<file path="config.mk">
export PLATFORM = sky130hd
export DESIGN_NAME = timer_digits
export DESIGN_NICKNAME = d
export VERILOG_FILES = /design/src/rtl/timer_digits.sv
export SDC_FILE = /design/constraint.sdc
export NUM_CORES = 1
export LEC_CHECK = 0
export ABC_AREA = 1
export CAP_MARGIN = 5
export CORE_MARGIN = 4
export CORE_UTILIZATION = 45
export DETAILED_ROUTE_END_ITERATION = 6
export PLACE_DENSITY = 0.65
export SKIP_LAST_GASP = 1
export SLEW_MARGIN = 20
export SYNTH_ARGS = -nofsm -noshare
export SYNTH_HDL_FRONTEND = slang
export SYNTH_SLANG_ARGS = --single-unit
</file>
<file path="constraint.sdc">
create_clock -name clk -period 1.9 [get_ports clk]
set_clock_uncertainty 0.05 [all_clocks]
set_input_delay 0.285 -clock clk [delete_from_list [all_inputs] [get_ports clk]]
set_output_delay 0.285 -clock clk [all_outputs]
set_load 0.01 [all_outputs]
</file>
<file path="src/rtl/timer_digits.sv">
// MM:SS BCD stopwatch with an arming delay, pause/resume and clear.
// Optional `TIMER_SATURATE_EN: stop at 59:59 instead of wrapping to 00:00.
module timer_digits #(
  parameter int CLK_HZ      = 25000000,
  parameter int ARM_SECONDS = 3
) (
  input  logic       clk,
  input  logic       rst_n,
  input  logic       start,
  input  logic       stop,
  input  logic       clear,
  output logic [3:0] dig0,
  output logic [3:0] dig1,
  output logic [3:0] dig2,
  output logic [3:0] dig3,
  output logic [2:0] actual_state,
  output logic       sec_tick
);

  localparam int PW = (CLK_HZ > 1) ? $clog2(CLK_HZ) : 1;
  localparam logic [PW-1:0] PRESC_MAX = PW'(CLK_HZ - 1);
  localparam logic [3:0]    ARM_LOAD  = 4'(ARM_SECONDS);

  typedef enum logic [2:0] {
    S_INICIAL  = 3'b000,
    S_ESTABLE  = 3'b001,
    S_CONTANDO = 3'b010,
    S_DETENIDO = 3'b011
  } state_t;

  state_t        state_q, state_d;
  logic [PW-1:0] presc_q, presc_d;
  logic [3:0]    arm_q, arm_d;
  logic [15:0]   digits_q, digits_d;
  logic          tick_q, tick_d;
  logic          sat_q, sat_d;
  logic          presc_wrap;

  // Packed as {min tens, min units, sec tens, sec units}; each digit clamps
  // back to 0 at or above its limit so a digit can never leave its range.
  function automatic logic [15:0] bcd_inc(input logic [15:0] d);
    logic [3:0] m10, m1, s10, s1;
    {m10, m1, s10, s1} = d;
    if (s1 >= 4'd9) begin
      s1 = 4'd0;
      if (s10 >= 4'd5) begin
        s10 = 4'd0;
        if (m1 >= 4'd9) begin
          m1 = 4'd0;
          if (m10 >= 4'd5) m10 = 4'd0;
          else             m10 = m10 + 4'd1;
        end else begin
          m1 = m1 + 4'd1;
        end
      end else begin
        s10 = s10 + 4'd1;
      end
    end else begin
      s1 = s1 + 4'd1;
    end
    return {m10, m1, s10, s1};
  endfunction

  assign presc_wrap = (presc_q == PRESC_MAX);

  always_comb begin
    state_d  = state_q;
    presc_d  = presc_q;
    arm_d    = arm_q;
    digits_d = digits_q;
    tick_d   = 1'b0;
    sat_d    = sat_q;
    if (clear) begin
      state_d  = S_INICIAL;
      presc_d  = '0;
      arm_d    = 4'd0;
      digits_d = 16'h0000;
      sat_d    = 1'b0;
    end else begin
      case (state_q)
        S_INICIAL: begin
          presc_d  = '0;
          digits_d = 16'h0000;
          sat_d    = 1'b0;
          if (start) begin
            state_d = S_ESTABLE;
            arm_d   = ARM_LOAD;
          end
        end
        S_ESTABLE: begin
          if (stop) begin
            state_d = S_INICIAL;
            presc_d = '0;
            arm_d   = 4'd0;
          end else begin
            presc_d = presc_wrap ? '0 : presc_q + PW'(1);
            if (presc_wrap) begin
              tick_d = 1'b1;
              if (arm_q <= 4'd1) begin
                arm_d   = 4'd0;
                state_d = S_CONTANDO;
              end else begin
                arm_d = arm_q - 4'd1;
              end
            end
          end
        end
        S_CONTANDO: begin
          // A tick landing on the stop edge is dropped and the prescaler
          // keeps its value, so the paused second resumes where it left off.
          if (stop) begin
            state_d = S_DETENIDO;
          end else begin
            presc_d = presc_wrap ? '0 : presc_q + PW'(1);
            if (presc_wrap) begin
              tick_d = 1'b1;
`ifdef TIMER_SATURATE_EN
              if (digits_q == 16'h5959) begin
                state_d = S_DETENIDO;
                sat_d   = 1'b1;
              end else begin
                digits_d = bcd_inc(digits_q);
              end
`else
              digits_d = bcd_inc(digits_q);
`endif
            end
          end
        end
        S_DETENIDO: begin
          if (start && !sat_q) state_d = S_CONTANDO;
        end
        default: begin
          state_d  = S_INICIAL;
          presc_d  = '0;
          arm_d    = 4'd0;
          digits_d = 16'h0000;
          sat_d    = 1'b0;
        end
      endcase
    end
  end

  always_ff @(posedge clk) begin
    if (!rst_n) begin
      state_q  <= S_INICIAL;
      presc_q  <= '0;
      arm_q    <= 4'd0;
      digits_q <= 16'h0000;
      tick_q   <= 1'b0;
      sat_q    <= 1'b0;
    end else begin
      state_q  <= state_d;
      presc_q  <= presc_d;
      arm_q    <= arm_d;
      digits_q <= digits_d;
      tick_q   <= tick_d;
      sat_q    <= sat_d;
    end
  end

  assign dig0         = digits_q[15:12];
  assign dig1         = digits_q[11:8];
  assign dig2         = digits_q[7:4];
  assign dig3         = digits_q[3:0];
  assign actual_state = state_q;
  assign sec_tick     = tick_q;

endmodule

</file>
==> impl_metrics.tcl, run 1 <==
set metrics [dict create \
    netlist_area_mm2 0.00296 \
    postCtsHoldBufs 0 \
    port_buffers 23 \
    outcome "completed" \
    synth_area_per_cell_um2 6.80 \
    fillCellCount 630 \
    synth-edff-count 0 \
    drt-initial-drc-count 95 \
    die_x_um 89.1 \
    crit_fanout 7 \
    viasPerCell 4.95 \
    htree_levels 2 \
    synthTopCellsByArea "dfxtp_1 33%, nand2_1 13%, inv_1 8.8%, ha_1 8.0%, nor2_1 6.5%" \
    fin_crit_ns 1.79 \
    core-area_mm2 0.00635 \
    die_h_um 89.1 \
    grtUsageTotal_pct 18.1 \
    synthFlopType "dfxtp_1" \
    grt_pass1_wl_um 11400 \
    cap_viol_max_count 0 \
    numClockSinks 48 \
    rr_startpoint "actual_state[0]" \
    rsz0062_at_grt "yes" \
    crit_path_end_kind "flop" \
    drt-pass1-iter-count 5 \
    hpwl_um 4980 \
    rows 29 \
    grt_pass1_vias 2634 \
    syn_nets 459 \
    area_growth_pct 17.9 \
    antenna_found_initial 0 \
    yosys.area.top_type_share_pct 32.5 \
    critPathArrivalTime_ns 1.98 \
    setup.worst_path.class "reg -> reg" \
    yosys_warnings 0 \
    tightest_slew_ns 0.522 \
    fmax_ghz 0.560 \
    cts_made_buffers 5 \
    clockBufferDepth 2 \
    max_slew_margin_pct 65.0 \
    finalHoldViolations 0 \
    routed_wl_um 6530 \
    required_ns 2.09 \
    synthCells 435 \
    via_count 2725 \
    grt_max_degree 14 \
    setup_tns_ns 0 \
    drc 0 \
    synth-seq-cells 48 \
    antenna_cells 0 \
    p_leak_nw 1.52 \
    layout-drive-gt1-share_pct 12.5 \
    overflow 0 \
    yosysSeqAreaShare_pct 32.5 \
    final_nets 498 \
    clkTransAtPathRegs_ns 0.09 \
    start_util_pct 46.6 \
    placed_area_mm2 0.00334 \
    power_density_mw_per_mm2 604 \
    synthDistinctLibCells 35 \
    wl_per_cell_um 11.9 \
    ioPinCount 25 \
    cts_root_buf "clkbuf_8" \
    finalCoreUtilization_pct 54.9 \
    vdd_drop_max_v 0.000282 \
    globalplace.congestion 0.893 \
    final_antenna_net_count 0 \
    crit_start "actual_state[0]" \
    period_share_pct 94.0 \
    dieArea_mm2 0.00793 \
    yosysTopAreaCell "dfxtp_1" \
    critPathLaunchType "flop" \
    hp-class "reg -> reg" \
    final_area_mm2 0.00348 \
    finalSetupViolCount 0 \
    clk-insertion-delay-late_ns 0.30 \
    ys_async_sr_fraction_pct 0 \
    hold_start "presc_q[2]" \
    cts_tree "done" \
    drv_slew 0 \
]
-- registers in the layout, summed over array words and instances (netlist names) --
signal	cells
actual_state	2
arm_q	4
digits_q	16
presc_q	25
sec_tick	1
-- metrics by stage --
step / instances / total power [W] / hold slack (ns) / setup slack [ns]
final: 550 / 0.00210 / 0.443 / 0.115
after global routing: 550 / 0.00222 / 0.468 / -0.0254
after CTS: 548 / 0.00212 / 0.447 / 0.0178
after detailed placement: 542 / 0.00140 / 0.434 / -0.0363
after global placement: 542 / 0.00139 / 0.422 / 0.0000211
after floorplan: 435 / 0.00130 / 0.314 / 0.128
-- cell families after synthesis --
| family | count (synthesis) | share of synthesized area [%] |
|---|---|---|
| flip-flops | 48 | 32.5 |
| AO/OA/AOI/OAI | 59 | 11.5 |
| other | 1 | 0.127 |
| AND/OR/NAND/NOR | 218 | 34.4 |
| adder cells (fa/ha/maj) | 19 | 8.04 |
| buffers and inverters | 83 | 11.3 |
| XOR/XNOR | 7 | 2.07 |
-- repair_timing --
action	4_1_cts	5_1_grt
pin swaps	0	1
resized for setup	1	9
setup buffers	0	2
endpoints found under the setup margin	4	28
-- power breakdown --
part | internal (W) | leakage (nW) | switching [W]
Sequential | 0.00102 | 0.389 | 0.0000215
Clock | 0.000378 | 0.0501 | 0.000339
Combinational | 0.000137 | 1.08 | 0.000206
-- synthesized netlist by cell type, drive strengths merged (2+ instances only) --
| cell type | count |
|---|---|
| ha | 19 |
| a211oi | 3 |
| a21oi | 30 |
| nand2 | 107 |
| dfxtp | 48 |
| o21bai | 4 |
| xnor2 | 2 |
| nor3 | 14 |
| buf | 5 |
| nand3 | 27 |
| clkbuf | 2 |
| nor4 | 3 |
| o21ai | 20 |
| nor3b | 3 |
| xor2 | 5 |
| inv | 76 |
| nand4 | 9 |
| nor2 | 54 |
-- cell usage in the layout, fill, tap and decap left out, types with 2 or more instances in the layout --
cell,n
nor2_4,3
inv_2,6
nor2_2,2
clkdlybuf4s50_1,23
xor2_1,5
dfxtp_1,45
a211oi_2,2
nand2_4,4
nand2_2,4
clkbuf_8,5
buf_4,16
o21ai_1,4
o21ai_0,15
nand4_1,7
nor3_2,5
dfxtp_2,2
nand3_2,3
nor4_1,3
nor2_1,49
a21oi_1,30
xnor2_1,2
ha_1,19
nor3b_1,3
nand3_1,24
nand2_1,99
nor3_1,9
o21bai_1,3
inv_1,69
-- final timing paths --
check | end | slack, ns | cells past startpoint
setup / recovery | presc_q[11] | 0.11 | 12
hold / removal | presc_q[2] | 0.44 | 2
setup reg to reg | presc_q[11] | 0.11 | 12
hold reg to reg | presc_q[2] | 0.44 | 2
-- routing by layer --
| layer | vias up | track usage (%) | wire [um] |
|---|---|---|---|
| met3 | 10 | 3.78 | 135 |
| li1 | 1456 | - | - |
| met2 | 35 | 31.2 | 3090 |
| met5 | - | 0 | 0 |
| met1 | 1224 | 22.6 | 3180 |
| met4 | 0 | 5.95 | 123 |
-- cell type report --
type / count / area [um2] / area share (%)
clock buffer: 5 / 68.8 / 1.97
clock inverter: 1 / 30.0 / 0.862
inverter: 76 / 288 / 8.26
multi-input combinational: 304 / 1680 / 48.3
sequential: 48 / 967 / 27.8
tap: 77 / 96.3 / 2.76
timing repair buffer: 39 / 350 / 10.1
-- critical path, stage by stage (launching register included) --
cell	delay, ns
dfxtp_4	0.38
inv_1	0.06
ha_1	0.22
inv_2	0.10
o21ai_2	0.08
buf_4	0.16
nor2_2	0.11
nand2_1	0.10
inv_2	0.08
nand3_2	0.08
o21bai_1	0.15
nand2_1	0.06
a21oi_1	0.10
Note: power is estimated with default switching activity, not from simulation.
==> run 2: changes to the inputs <==
TNS_END_PERCENT = 50   (was not set)
==> run 2 against run 1 <==
  * Non-clock buffer count is 2 lower
  * Worst setup slack worse by 0.0022 ns
  * Die area stayed put
  * Worst hold slack hardly changed
  * Core utilization is 0.24 points lower
  * Power is 0.33% lower
  * Clock power is 0.6% lower
  * First-iteration DRC count is 1.1% higher
==> impl_metrics.tcl, run 2 (synthesized netlist as in run 1, its figures left out) <==
set metrics [dict create \
    outcome "completed" \
    numClockSinks 48 \
    overflow 0 \
    stdcell_count 548 \
    drt-pass1-iter-count 5 \
    fmax_ghz 0.559 \
    clk-insertion-delay-late_ns 0.30 \
    die_h_um 89.1 \
    rows 29 \
    crit_path_top_delay_cell "dfxtp_4" \
    vdd_drop_max_v 0.000280 \
    cap_viol_max_count 0 \
    finalSetupViolCount 0 \
    antenna_cells 0 \
    ff_latch_area_um2 967 \
    ioPinCount 25 \
    setup_tns_ns 0 \
    grt_pass1_vias 2634 \
    power_density_mw_per_mm2 605 \
    mostFrequentLayoutCell "nand2_1" \
    dieArea_mm2 0.00793 \
    drt-initial-drc-count 96 \
    required_ns 2.09 \
    die_x_um 89.1 \
    final_antenna_net_count 0 \
    cts_setup_buffers 0 \
    drv_slew 0 \
    htree_levels 2 \
    finalHoldViolations 0 \
    dp_cells 542 \
    regMostFlops "presc_q" \
    core-area_mm2 0.00635 \
    worst_path_largest_cell_delay_ns 0.38 \
    max_slew_margin_pct 65.5 \
    globalplace.congestion 0.893 \
    path_cells "inv_1 -> ha_1 -> inv_2 -> o21ai_2 -> buf_4 -> nor2_2 -> nand2_1 -> inv_2 -> nand3_2 -> o21bai_1 -> nand2_1 -> a21oi_1" \
    multi_input_area_mm2 0.00168 \
    clockBufferDepth 2 \
    placed_area_mm2 0.00334 \
    layout-drive-gt1-share_pct 12.1 \
    clkTransAtPathRegs_ns 0.09 \
    final_cell_mix "99 x nand2_1, 69 x inv_1, 49 x nor2_1" \
    final_nets 496 \
    fin_crit_ns 1.79 \
    grt_max_degree 14 \
    tightest_slew_ns 0.516 \
    viasPerCell 4.97 \
    area_growth_pct 17.4 \
    antenna_found_initial 0 \
    critPathTopFamily "buffers and inverters" \
    routed_wl_um 6500 \
    grtUsageTotal_pct 18.1 \
    largest_reg_flops 25 \
    hpwl_um 4980 \
    rsz0062_at_grt "yes" \
    start_util_pct 46.6 \
    crit_fanout 7 \
    final_area_mm2 0.00347 \
    top_regs "presc_q (25), digits_q (16), arm_q (4)" \
    cts_root_buf "clkbuf_8" \
    hp-class "reg -> reg" \
    via_count 2724 \
    postCtsHoldBufs 0 \
    p_leak_nw 1.51 \
    grt_pass1_wl_um 11400 \
    port_buffers 23 \
    cp_num_buf_inv 4 \
    p_total_w 0.00210 \
    critPathArrivalTime_ns 1.97 \
    drc 0 \
    cts_made_buffers 5 \
    fillCellCount 630 \
    setup.worst_path.class "reg -> reg" \
    cts_tree "done" \
    critPathLaunchType "flop" \
    period_share_pct 94.1 \
    wl_per_cell_um 11.9 \
    crit_path_end_kind "flop" \
]
run 2: changes by cell type in the layout (fill, tap and decap cells not counted):
cell / before / now
buf_4: 16 / 14
run 2: worst paths after layout:
kind | to | cells past startpoint | from | slack [ns]
min | presc_q[2] | 2 | presc_q[2] | 0.44
max | presc_q[11] | 12 | actual_state[0] | 0.11
min reg2reg | presc_q[2] | 2 | presc_q[2] | 0.44
max reg2reg | presc_q[11] | 12 | actual_state[0] | 0.11
run 2: worst reg2reg max path, stage by stage, from the launching register on:
cell	delay, ns
dfxtp_4	0.38
inv_1	0.06
ha_1	0.22
inv_2	0.10
o21ai_2	0.08
buf_4	0.16
nor2_2	0.11
nand2_1	0.10
inv_2	0.08
nand3_2	0.08
o21bai_1	0.15
nand2_1	0.06
a21oi_1	0.10
run 2: metal layers:
layer	vias to the layer above	routed length, um	GRT usage, %
met5	-	0	0
met3	8	157	3.78
li1	1453	-	-
met4	0	79	5.95
met2	38	3120	31.2
met1	1225	3140	22.6
run 2: where the power goes:
group	internal, W	leakage (nW)	switching (W)
clock network	0.000378	0.0501	0.000335
logic	0.000135	1.07	0.000205
registers	0.00102	0.389	0.0000215
total	0.00154	1.51	0.000561
run 2: area by class of cell:
type	count	share of cell area, %
multi-input combinational	304	48.5
inverter	76	8.29
tap	77	2.78
sequential	48	27.9
clock inverter	1	0.865
clock buffer	5	1.98
timing repair buffer	37	9.66
run 2: per-stage QoR:
stage,hold slack [ns],utilization [%],setup slack [ns]
floorplan,0.314,-,0.128
global placement,0.422,52.6,0.0000211
detailed placement,0.434,52.6,-0.0363
CTS,0.447,54.1,0.0178
global route,0.468,54.6,-0.0270
finish,0.443,54.6,0.113
run 2: repair_timing:
action | 4_1_cts | 5_1_grt
resized for setup | 1 | 9
pin swaps | 0 | 1
setup endpoints to repair | 4 | 28
gates cloned | 0 | 0
